**config.mk**
```make
export PLATFORM = sky130hd
export DESIGN_NAME = trigger_frame_builder
export DESIGN_NICKNAME = d
export VERILOG_FILES = /design/src/rtl/trigger_frame_builder.sv
export SDC_FILE = /design/constraint.sdc
export NUM_CORES = 2
export LEC_CHECK = 0
export ABC_AREA = 1
export CAP_MARGIN = 15
export CORE_MARGIN = 3
export CORE_UTILIZATION = 40
export CTS_CLUSTER_SIZE = 16
export DETAILED_ROUTE_END_ITERATION = 10
export SLEW_MARGIN = 5
export SYNTH_ARGS = -nofsm -noshare
export SYNTH_HDL_FRONTEND = slang
export SYNTH_SLANG_ARGS = --single-unit
export TNS_END_PERCENT = 20
```
**constraint.sdc**
```tcl
create_clock -name ACLK -period 6.39 [get_ports ACLK]
set_clock_uncertainty 0.2 [all_clocks]
set_input_delay 1.917 -clock ACLK [delete_from_list [all_inputs] [get_ports ACLK]]
set_output_delay 1.917 -clock ACLK [all_outputs]
set_load 0.01 [all_outputs]
```
**src/rtl/trigger_frame_builder.sv**
```systemverilog
// Self-triggering ADC front end: baseline subtract, threshold trigger,
// and framed AXI-Stream output with pre/post acquisition and length cap.
module trigger_frame_builder #(
   parameter int SAMPLE_NUM_PER_CLK = 8,
   parameter int SAMPLE_WIDTH       = 16,
   parameter int TIMESTAMP_WIDTH    = 48,
   parameter int MAX_PRE_LENGTH     = 4,
   parameter int MAX_POST_LENGTH    = 4,
   parameter int MAX_FRAME_LENGTH   = 64
) (
   input  logic                                         ACLK,
   input  logic                                         ARESET,
   input  logic                                         SET_CONFIG,
   input  logic                                         STOP,
   input  logic [SAMPLE_NUM_PER_CLK*SAMPLE_WIDTH-1:0]   S_AXIS_TDATA,
   input  logic                                         S_AXIS_TVALID,
   input  logic [TIMESTAMP_WIDTH-1:0]                   TIMESTAMP,
   input  logic [SAMPLE_WIDTH-1:0]                      BASELINE,
   input  logic [SAMPLE_WIDTH-1:0]                      RISING_THRESHOLD,
   input  logic [SAMPLE_WIDTH-1:0]                      FALLING_THRESHOLD,
   input  logic [$clog2(MAX_PRE_LENGTH):0]              PRE_LENGTH,
   input  logic [$clog2(MAX_POST_LENGTH):0]             POST_LENGTH,
   input  logic [$clog2(MAX_FRAME_LENGTH):0]            MAX_LENGTH,
   output logic [SAMPLE_NUM_PER_CLK*SAMPLE_WIDTH-1:0]   M_AXIS_TDATA,
   output logic [TIMESTAMP_WIDTH+7:0]                   M_AXIS_TUSER,
   output logic                                         M_AXIS_TVALID,
   output logic                                         M_AXIS_TLAST,
   output logic [31:0]                                  FRAME_COUNT
);
   localparam int N   = SAMPLE_NUM_PER_CLK;
   localparam int W   = SAMPLE_WIDTH;
   localparam int TW  = TIMESTAMP_WIDTH;
   localparam int PW  = $clog2(MAX_PRE_LENGTH) + 1;
   localparam int QW  = $clog2(MAX_POST_LENGTH) + 1;
   localparam int MW  = $clog2(MAX_FRAME_LENGTH) + 1;
   localparam int PHW = (PW > QW) ? PW : QW;
   localparam int WW  = $clog2(MAX_PRE_LENGTH + 2);

   typedef enum logic [2:0] {IDLE, ACTIVE, POST, FLUSH, HOLDOFF} state_t;

   function automatic logic [W-1:0] sat_sub(input logic [W-1:0] a, input logic [W-1:0] b);
      logic [W:0] r;
      r = {a[W-1], a} - {b[W-1], b};
      if (r[W] != r[W-1]) return {r[W], {(W-1){~r[W]}}};
      return r[W-1:0];
   endfunction

   logic signed [W-1:0] cfg_base, cfg_rise, cfg_fall;
   logic [PW-1:0]       cfg_pre, pre_in;
   logic [QW-1:0]       cfg_post, post_in;
   logic [MW-1:0]       cfg_max, max_in;

   logic [N*W-1:0]      d_vec;
   logic                any_hit, all_below;

   logic [N*W-1:0]      s0_data;
   logic [TW-1:0]       s0_ts;
   logic                s0_hit, s0_below;
   logic [N*W-1:0]      dl_data [MAX_PRE_LENGTH];
   logic [TW-1:0]       dl_ts   [MAX_PRE_LENGTH];
   logic                dl_hit  [MAX_PRE_LENGTH];
   logic [N*W-1:0]      tap_data;
   logic [TW-1:0]       tap_ts;
   logic                tap_hit;

   state_t              state, state_nxt;
   logic [MW-1:0]       beat_cnt, beat_nxt;
   logic [PHW-1:0]      ph_cnt, ph_nxt;
   logic [WW-1:0]       warm;
   logic                hit_e, emit, last, trunc, post_end;

   // Clamp incoming configuration before it is latched
   always_comb begin
      pre_in  = (PRE_LENGTH > PW'(MAX_PRE_LENGTH)) ? PW'(MAX_PRE_LENGTH) : PRE_LENGTH;
      post_in = (POST_LENGTH > QW'(MAX_POST_LENGTH)) ? QW'(MAX_POST_LENGTH) : POST_LENGTH;
      max_in  = (MAX_LENGTH == '0 || MAX_LENGTH > MW'(MAX_FRAME_LENGTH)) ?
                MW'(MAX_FRAME_LENGTH) : MAX_LENGTH;
   end

   // Configuration registers, loaded only on SET_CONFIG
   always_ff @(posedge ACLK) begin
      if (ARESET) begin
         cfg_base <= '0;
         cfg_rise <= W'(1024);
         cfg_fall <= W'(512);
         cfg_pre  <= PW'(1);
         cfg_post <= QW'(1);
         cfg_max  <= MW'(MAX_FRAME_LENGTH);
      end else if (SET_CONFIG) begin
         cfg_base <= BASELINE;
         cfg_rise <= RISING_THRESHOLD;
         cfg_fall <= FALLING_THRESHOLD;
         cfg_pre  <= pre_in;
         cfg_post <= post_in;
         cfg_max  <= max_in;
      end
   end

   // Saturating baseline subtraction and per-beat threshold flags
   always_comb begin
      d_vec     = '0;
      any_hit   = 1'b0;
      all_below = 1'b1;
      for (int i = 0; i < N; i++) begin
         d_vec[i*W +: W] = sat_sub(S_AXIS_TDATA[i*W +: W], cfg_base);
         if ($signed(d_vec[i*W +: W]) > cfg_rise) any_hit = 1'b1;
         if (!($signed(d_vec[i*W +: W]) < cfg_fall)) all_below = 1'b0;
      end
   end

   // Stage0 register and pre-acquisition delay line
   always_ff @(posedge ACLK) begin
      if (ARESET) begin
         s0_data  <= '0;
         s0_ts    <= '0;
         s0_hit   <= 1'b0;
         s0_below <= 1'b1;
         for (int i = 0; i < MAX_PRE_LENGTH; i++) begin
            dl_data[i] <= '0;
            dl_ts[i]   <= '0;
            dl_hit[i]  <= 1'b0;
         end
      end else begin
         s0_data    <= d_vec;
         s0_ts      <= TIMESTAMP;
         s0_hit     <= S_AXIS_TVALID & any_hit;
         s0_below   <= ~S_AXIS_TVALID | all_below;
         dl_data[0] <= s0_data;
         dl_ts[0]   <= s0_ts;
         dl_hit[0]  <= s0_hit;
         for (int i = 1; i < MAX_PRE_LENGTH; i++) begin
            dl_data[i] <= dl_data[i-1];
            dl_ts[i]   <= dl_ts[i-1];
            dl_hit[i]  <= dl_hit[i-1];
         end
      end
   end

   // Select the delay-line tap matching the configured pre length
   always_comb begin
      tap_data = s0_data;
      tap_ts   = s0_ts;
      tap_hit  = s0_hit;
      for (int i = 0; i < MAX_PRE_LENGTH; i++) begin
         if (cfg_pre == PW'(i + 1)) begin
            tap_data = dl_data[i];
            tap_ts   = dl_ts[i];
            tap_hit  = dl_hit[i];
         end
      end
   end

   assign hit_e = s0_hit && (warm == '0);

   // Frame FSM next state, emit and last-beat decisions
   always_comb begin
      state_nxt = state;
      ph_nxt    = ph_cnt;
      emit      = 1'b0;
      last      = 1'b0;
      trunc     = 1'b0;
      post_end  = 1'b0;
      unique case (state)
         IDLE: begin
            if (hit_e && !STOP && !M_AXIS_TLAST) begin
               emit      = 1'b1;
               state_nxt = ACTIVE;
            end
         end
         ACTIVE: begin
            emit = 1'b1;
            if (!hit_e && s0_below) begin
               if (cfg_post == '0) post_end = 1'b1;
               else begin
                  state_nxt = POST;
                  ph_nxt    = '0;
               end
            end
         end
         POST: begin
            emit = 1'b1;
            if (hit_e) state_nxt = ACTIVE;
            else if (ph_cnt == PHW'(cfg_post) - PHW'(1)) post_end = 1'b1;
            else ph_nxt = ph_cnt + PHW'(1);
         end
         FLUSH: begin
            emit = 1'b1;
            if (hit_e) state_nxt = ACTIVE;
            else if (ph_cnt == PHW'(cfg_pre) - PHW'(1)) begin
               state_nxt = IDLE;
               last      = 1'b1;
            end else ph_nxt = ph_cnt + PHW'(1);
         end
         HOLDOFF: begin
            if (s0_below) state_nxt = IDLE;
         end
         default: state_nxt = IDLE;
      endcase
      if (post_end) begin
         if (cfg_pre == '0) begin
            state_nxt = IDLE;
            last      = 1'b1;
         end else begin
            state_nxt = FLUSH;
            ph_nxt    = '0;
         end
      end
      if (emit && beat_cnt == cfg_max - MW'(1)) begin
         last      = 1'b1;
         trunc     = 1'b1;
         state_nxt = HOLDOFF;
      end
      beat_nxt = (emit && !last) ? beat_cnt + MW'(1) : '0;
   end

   // State register, frame counters and trigger warm-up
   always_ff @(posedge ACLK) begin
      if (ARESET || SET_CONFIG) begin
         state    <= IDLE;
         beat_cnt <= '0;
         ph_cnt   <= '0;
         warm     <= WW'(MAX_PRE_LENGTH + 1);
      end else begin
         state    <= state_nxt;
         beat_cnt <= beat_nxt;
         ph_cnt   <= ph_nxt;
         if (warm != '0) warm <= warm - WW'(1);
      end
   end

   // Output beat register and completed-frame counter
   always_ff @(posedge ACLK) begin
      if (ARESET) begin
         M_AXIS_TDATA  <= '0;
         M_AXIS_TUSER  <= '0;
         M_AXIS_TVALID <= 1'b0;
         M_AXIS_TLAST  <= 1'b0;
         FRAME_COUNT   <= '0;
      end else if (SET_CONFIG) begin
         M_AXIS_TVALID <= 1'b0;
         M_AXIS_TLAST  <= 1'b0;
      end else begin
         M_AXIS_TVALID <= emit;
         M_AXIS_TLAST  <= last;
         if (emit) begin
            M_AXIS_TDATA <= tap_data;
            M_AXIS_TUSER <= {tap_ts, 5'b0, tap_hit, trunc, beat_cnt == '0};
         end
         if (last) FRAME_COUNT <= FRAME_COUNT + 32'd1;
      end
   end
endmodule

```
[After elaboration in Yosys (flattened, before gate mapping)]
Memories as Yosys holds them, arrays and structs flattened.
Index checks and enable logic that the tools add are counted.
Storage, ports and cells
  latch bits: 0
  memory bits (read-only): 0
  output and inout port bits: 218
  RAM bits: 708
  bits in registers: 468
  memories: 3
  bits of input ports: 242
  logic and storage cells: 244
Cells by class
  bitwise operators: 25
  shift operators: 0
  multiplexer cells: 104
  add/subtract/negate cells: 15
  equal/unequal tests: 31
  reductions and logical operators: 27
  magnitude comparators: 19
  div/mod/pow operators: 0
  $mul: 0
Memories
  dl_data: words 4, bits a word 128, rd ports 4, clocked after memory_dff 0, wr ports 4, line 59  | logic [N*W-1:0] dl_data [MAX_PRE_LENGTH];
  dl_ts: words 4, bits a word 48, rd ports 4, clocked after memory_dff 0, wr ports 4, line 60  | logic [TW-1:0] dl_ts [MAX_PRE_LENGTH];
  dl_hit: words 4, bits a word 1, rd ports 4, clocked after memory_dff 0, wr ports 4, line 61  | logic dl_hit [MAX_PRE_LENGTH];
Operators by type and width (number)
  128-bit two-way mux: 8
  48-bit two-way mux: 8
  16-bit two-way mux: 16
  16-bit by 16-bit subtractor with 17-bit output: 8
  16-bit greater-than comparator: 8
  16-bit < comparator: 8
  3-bit two-way mux: 19
  1-bit two-way mux: 47
  32-bit by 1-bit adder with 32-bit output (second input constant): 1
  4-bit inequality test (second input constant): 6
  3-bit inequality test (second input constant): 5
  3-bit case mux with 5 select lines: 1
  7-bit logical NOT: 2
  1-bit OR: 13
  3-bit by 2-bit == test with 1-bit output (second input constant): 4
  3-bit logical NOT: 4
  6-bit AND reduction: 2
  1-bit inverter: 11
  3-bit case mux with 3 select lines: 1
  3-bit by 1-bit subtractor with 3-bit output (second input constant): 3
  1-bit inequality test: 8
  7-bit by 1-bit adder with 7-bit output (second input constant): 1
  7-bit == test: 1
  7-bit greater-than comparator (second input constant): 1
  18 further kinds: 35

[Logic depth before layout (Yosys ltp)]
  word-level depth: 14
  mapped depth: 39
  mapped depth without buffers: 38

[Least setup slack after synthesis]
Ideal clock, no wire load.
  kind: input to register
  start: in S_AXIS_TDATA[82]
  end: reg s0_hit
  cell stages on the path: 36
  library setup time: 0.121 ns
  data required time: 6.069 ns
  buffers on the path: 1
  slack: -0.107 ns
  arrival time: 6.176 ns
  path through: ha_1 -> a21oi_1 -> and2_1 -> nor2_1 -> o21ai_0 -> nand2_1 -> a21o_1 -> a21oi_1 -> o21ai_0 -> nand3_1 -> nand2_1 -> nand3_1 -> nand2_1 -> nand3_1 -> nand2_1 -> xor2_1 -> inv_1 -> ha_1 -> inv_1 -> clkbuf_1 -> o21ai_0 -> nand2_1 -> inv_1 -> ha_1 -> nand2_1 -> inv_1 -> a221oi_1 -> o21ai_0 -> nand2_1 -> a21oi_1 -> nor3b_1 -> o21ai_0 -> o221ai_1 -> nand2_1 -> nor4_1 -> nor2_1
On the way
  word-level cells in the longest chain between the ends: 9
  elaborated cells on any way between the ends: 11
  classes of those cells: add/sub (1); order compare (1); eq/ne (1); mux (6); bitwise (2)
RTL lines
  from (decl): line 15  | input logic [SAMPLE_NUM_PER_CLK*SAMPLE_WIDTH-1:0] S_AXIS_TDATA,
  16-bit by 16-bit subtractor with 17-bit output *: line 43  | r = {a[W-1], a} - {b[W-1], b};
  1-bit inequality test or 1-bit inverter (tied branches): line 44  | if (r[W] != r[W-1]) return {r[W], {(W-1){~r[W]}}};
  1-bit two-way mux or 16-bit two-way mux (tied branches): line 44
  16-bit two-way mux *: line 45  | return r[W-1:0];
  named net d_vec[83]: line 53  | logic [N*W-1:0] d_vec;
  16-bit greater-than comparator *: line 106  | if ($signed(d_vec[i*W +: W]) > cfg_rise) any_hit = 1'b1;
  1-bit two-way mux * (3 in series): line 106
  1-bit bitwise AND *: line 126  | s0_hit <= S_AXIS_TVALID & any_hit;
  to (signal assigned): line 126
  to (decl): line 58  | logic s0_hit, s0_below;
The timed path passes the listed nets; every way through them passes the cells marked *. The select of a mux whose other input is x is not followed.
A chain may end at the register's enable or synchronous reset.

[Final worst setup path]
Ends and elaborated chain as after synthesis.

==> summary.md <==
| Metric | Value |
|---|---|
| Flop2flop setup slack | `roughly 1.4 ns` |
| Reg2reg end | `s0_below` |
| Share of layout cells above drive strength 1 | `0.06138` |
| Worst hold slack | `around 0.20 ns` |
| Die height | `373.8 um` |
| CTS tree | `yes` |
| Final core utilization | `0.4909` |
| Max-cap violations | `0` |
| Final #Nets | `8,347` |
| Finished Layout Cells | `~9.6k` |
| Met1 usage | `0.3428` |
| Post-synthesis mux area share | `0` |
| H-tree levels | `4` |
| Most used cell, CP | `nand2_1` |
| Global-route wire length before repair | `264,000 um` |
| Power share of the combinational group | `0.239` |
| Cell count after synthesis | `roughly 7.3k` |
| Overflow after GRT | `0` |
| CP top delay family | `compound AO/OA/AOI/OAI gates` |
| Hold Path Class | `register to register` |
| Initial antenna violation count | `11` |
| Violation count after the first detailed-route iteration | `~3.4k` |
| Clk sink count | `~1.2k` |
| Relative slew slack | `0.2720` |
| Antenna cells | `0` |
| Routability cong. | `about 0.91` |
| Num rows | `around 130` |
| Number of global-route vias before repair | `between 40k and 50k` |
| Top_reg_cell synth | `dfxtp_1` |
| Arrival time worst endpoint | `roughly 6.5 ns` |
| Worst-margin pin slew | `around 1.1 ns` |
| Total Wirelength | `172,300 um` |
| Top-Level Pins | `460` |
| Design Power | `approximately 0.020 W` |
| Placed Cells | `9,338` |
| Endpoint of the worst hold path | `dl_data[2][87]` |
| Worst Path Required | `6.82 ns` |
| Worst vdd ir | `0.2070 mV` |
| Cts bufs inserted | `around 130` |
| Vias post-DR | `approximately 47k` |
| Worst Path Class, Setup | `input port to register` |
| ANT nets after route | `0` |
| Post-synth EDFFs | `0` |
| Gr busiest metal | `met2` |
| Compound-Gate Fraction of Synth Area | `0.1673` |
| PwrDens | `about 310 nW/um2` |
| Hold Path Origin | `dl_data[1][87]` |
| Bufs and invs on worst path | `5` |
| Hold depth | `2` |
| Largest family of logic cells by synthesized area | `simple AND/OR/NAND/NOR gates` |
| Buffers on Ports | `~450` |
| Delay of the slowest critical-path stage | `about 0.4 ns` |
| Status | `finished, final reports clean` |
| Final Hold Violating Endpoints | `0` |
| Die area | `approximately 140,000 um2` |
| Root Driver | `clkbuf_16` |
| Final setup TNS | `0 ns` |
| Synth Area in Adders | `0.09361` |
| Startpoint types | `input port` |
| GRT Util Overall | `0.2417` |
| Path depth of the worst reg2reg path | `23` |
| Clk pin slew, worst setup/hold paths | `0.06 ns` |
| Core area | `~130,000 um2` |
| Synth Area in Simple Gates | `0.1831` |
| Yosys warning count | `0` |
| DR pass1 iterations | `5` |
| CP endpoint kind | `register` |
| Mean Syn Cell Area | `roughly 7.5 um2` |
| Die Wd | `between 300 and 400 um` |
| Leak | `~28 nW` |
| Sw frac | `0.3081` |
| Clock network power share | `0.371` |
| Max Transition Viols Final | `0` |
| Pin count of the biggest net entering global routing | `a little under 200` |
| Hold_buf cts | `0` |
| Min Tclk post-route | `between 6 and 7 ns` |
| Synth Cell Area | `around 54,000 um2` |
| Fin crit share | `0.9429` |
| Area growth syn-to-layout | `21.54%` |
| DP HPWL | `117,000 um` |
| Max clock buf depth | `3` |
| Flop pwr share | `0.390` |
| Synth async-reset ratio | `0` |
| Clock latency on the worst-skew pair | `between 0.7 and 0.8 ns` |
| Switching component of the power | `~0.0063 W` |
| Synth cell types | `a little over 60` |
| R2r startpoint | `cfg_base[9]` |
| RSZ-0062 raised after global routing | `no` |
| Setup Viol. Count Final | `0` |
| Synth Area in XOR/XNOR | `0.01862` |
| # fillers | `~13k` |
| GR Layer Usage met2 | `0.3766` |
| Starting Density | `0.4039` |
| Vias per inst | `4.923` |
| Synthesized flop and latch total | `~1.2k` |
| P_int | `~0.014 W` |
| DRC | `0` |
| Met3 Use GR | `0.04043` |
| CP max stage cell | `clkdlybuf4s50_1` |
| Maximum net fanout on the critical path | `5` |
| Wirelength per Cell | `about 18 um` |
| F_max | `about 0.17 GHz` |
| Seq/Total Area, Yosys | `0.4351` |
## worst register-to-register path, cell delays in order, from the launching register on
cell and delay (ns):
dfxtp_1 0.29, inv_1 0.43, buf_4 0.30, ha_1 0.31, a21oi_1 0.19, o21ai_0 0.13, a21oi_1 0.24, nand2_1 0.10
nand2_1 0.11, nand2_1 0.09, nand2_1 0.11, inv_1 0.19, a21oi_1 0.42, ha_1 0.33, nand4_1 0.11, a31oi_1 0.05
a2111oi_0 0.51, nand2_1 0.12, nand2_1 0.08, nand2_1 0.10, nor3_1 0.21, buf_4 0.17, nand4_1 0.07, nand2_1 0.06
## synth_stat cells, types with 4 or more instances
library cell | number | area share
a2111oi_0 | 5 | 0.00081
a211oi_1 | 29 | 0.0040
a21o_1 | 6 | 0.00083
a21oi_1 | 669 | 0.062
a22o_1 | 4 | 0.00065
a31oi_1 | 20 | 0.0023
and2_1 | 83 | 0.0096
buf_1 | 19 | 0.0013
buf_4 | 5 | 0.00069
clkbuf_1 | 328 | 0.023
dfxtp_1 | 1176 | 0.44
fa_1 | 8 | 0.0030
ha_1 | 392 | 0.091
inv_1 | 1110 | 0.077
nand2_1 | 1170 | 0.081
nand2_2 | 7 | 0.00081
nand3_1 | 103 | 0.0095
nand3b_1 | 8 | 0.0011
nand4_1 | 40 | 0.0046
nor2_1 | 948 | 0.066
nor3_1 | 47 | 0.0043
nor4_1 | 6 | 0.00069
o211ai_1 | 183 | 0.025
o21a_1 | 12 | 0.0017
o21ai_0 | 652 | 0.060
o21ai_1 | 6 | 0.00056
o21bai_1 | 17 | 0.0024
o221a_2 | 4 | 0.00083
o221ai_1 | 5 | 0.00081
o22ai_1 | 6 | 0.00069
or2_2 | 13 | 0.0015
xnor2_1 | 51 | 0.0083
xor2_1 | 64 | 0.010
## kinds of logic (layout without fill, tap and decap cells)
family,count (synthesis),in the layout
xor+xnor,115,115
flops,1176,1176
buf+inv,1468,2018
fa+ha+maj,400,400
simple gates,2448,2448
compound gates,1642,1642
other cells,1,5
## worst max-delay path by stage
stage                                start      to  slack [ns]  depth (start not counted)
after floorplan           S_AXIS_TDATA[82]  s0_hit       0.007                         36
after CTS                 S_AXIS_TDATA[82]  s0_hit         0.1                         35
after global routing      S_AXIS_TDATA[82]  s0_hit      0.0007                         36
after global placement    S_AXIS_TDATA[82]  s0_hit       -0.78                         35
after detailed placement  S_AXIS_TDATA[82]  s0_hit       -0.71                         35
final                     S_AXIS_TDATA[82]  s0_hit        0.36                         35
## repair_timing
item,4_1_cts,5_1_grt
setup buffers,0,1
setup endpoints to repair,0,2
gates resized for setup,0,17
## power groups by stage
stage | Sequential (W) | Combinational (W) | Clock, W
final | 0.00791 | 0.00485 | 0.00752
after global placement | 0.00806 | 0.00465 | 0
after global routing | 0.00795 | 0.00548 | 0.00802
after detailed placement | 0.00807 | 0.00475 | 0
after floorplan | 0.00802 | 0.00296 | 0
after CTS | 0.00791 | 0.00477 | 0.00773
## sequential cells by signal, indices dropped and copies added, names as in the netlist, 16 cells and up
register	flops
cfg_rise	16
M_AXIS_TDATA	128
cfg_fall	16
cfg_base	16
s0_data	128
dl_data	512
dl_ts	192
FRAME_COUNT	32
s0_ts	48
M_AXIS_TUSER	51
## per-layer routing
layer | up-vias | share of wire
li1 | 24050 | -
met1 | 21610 | 0.48
met2 | 1229 | 0.43
met3 | 230 | 0.059
met4 | 4 | 0.027
met5 | - | 0.00016
## cells in the final DEF (no fill, tap or decap), types with 40 or more instances in the layout
cell and n:
nand4_1 40, nand2_1 1167, buf_4 204, xnor2_1 51, xor2_1 64, clkdlybuf4s50_1 453, nor2_1 944, o21ai_0 647
and2_1 83, ha_1 390, inv_1 1107, dfxtp_1 1176, nor3_1 47, a21oi_1 668, clkbuf_16 134, nand3_1 103
o211ai_1 183
## cell type report
type | count | area [um2] | area share
clock buffers | 191 | 3767 | 0.05729
clock inverters | 42 | 591.8 | 0.009000
inverters | 1116 | 4204 | 0.06393
multi-input cells | 4610 | 25140 | 0.3823
flip-flops and latches | 1176 | 23540 | 0.3580
well taps | 1768 | 2212 | 0.03364
repair buffers | 669 | 6301 | 0.09582
## per-stage QoR
stage,cell area [um2],setup slack [ns]
after floorplan,54120,0.007236
after global placement,61350,-0.7778
after detailed placement,61350,-0.7143
after CTS,65710,0.09848
after global routing,65760,0.0006608
final,65760,0.3646
No activity file was read; power rests on OpenSTA's default activity.
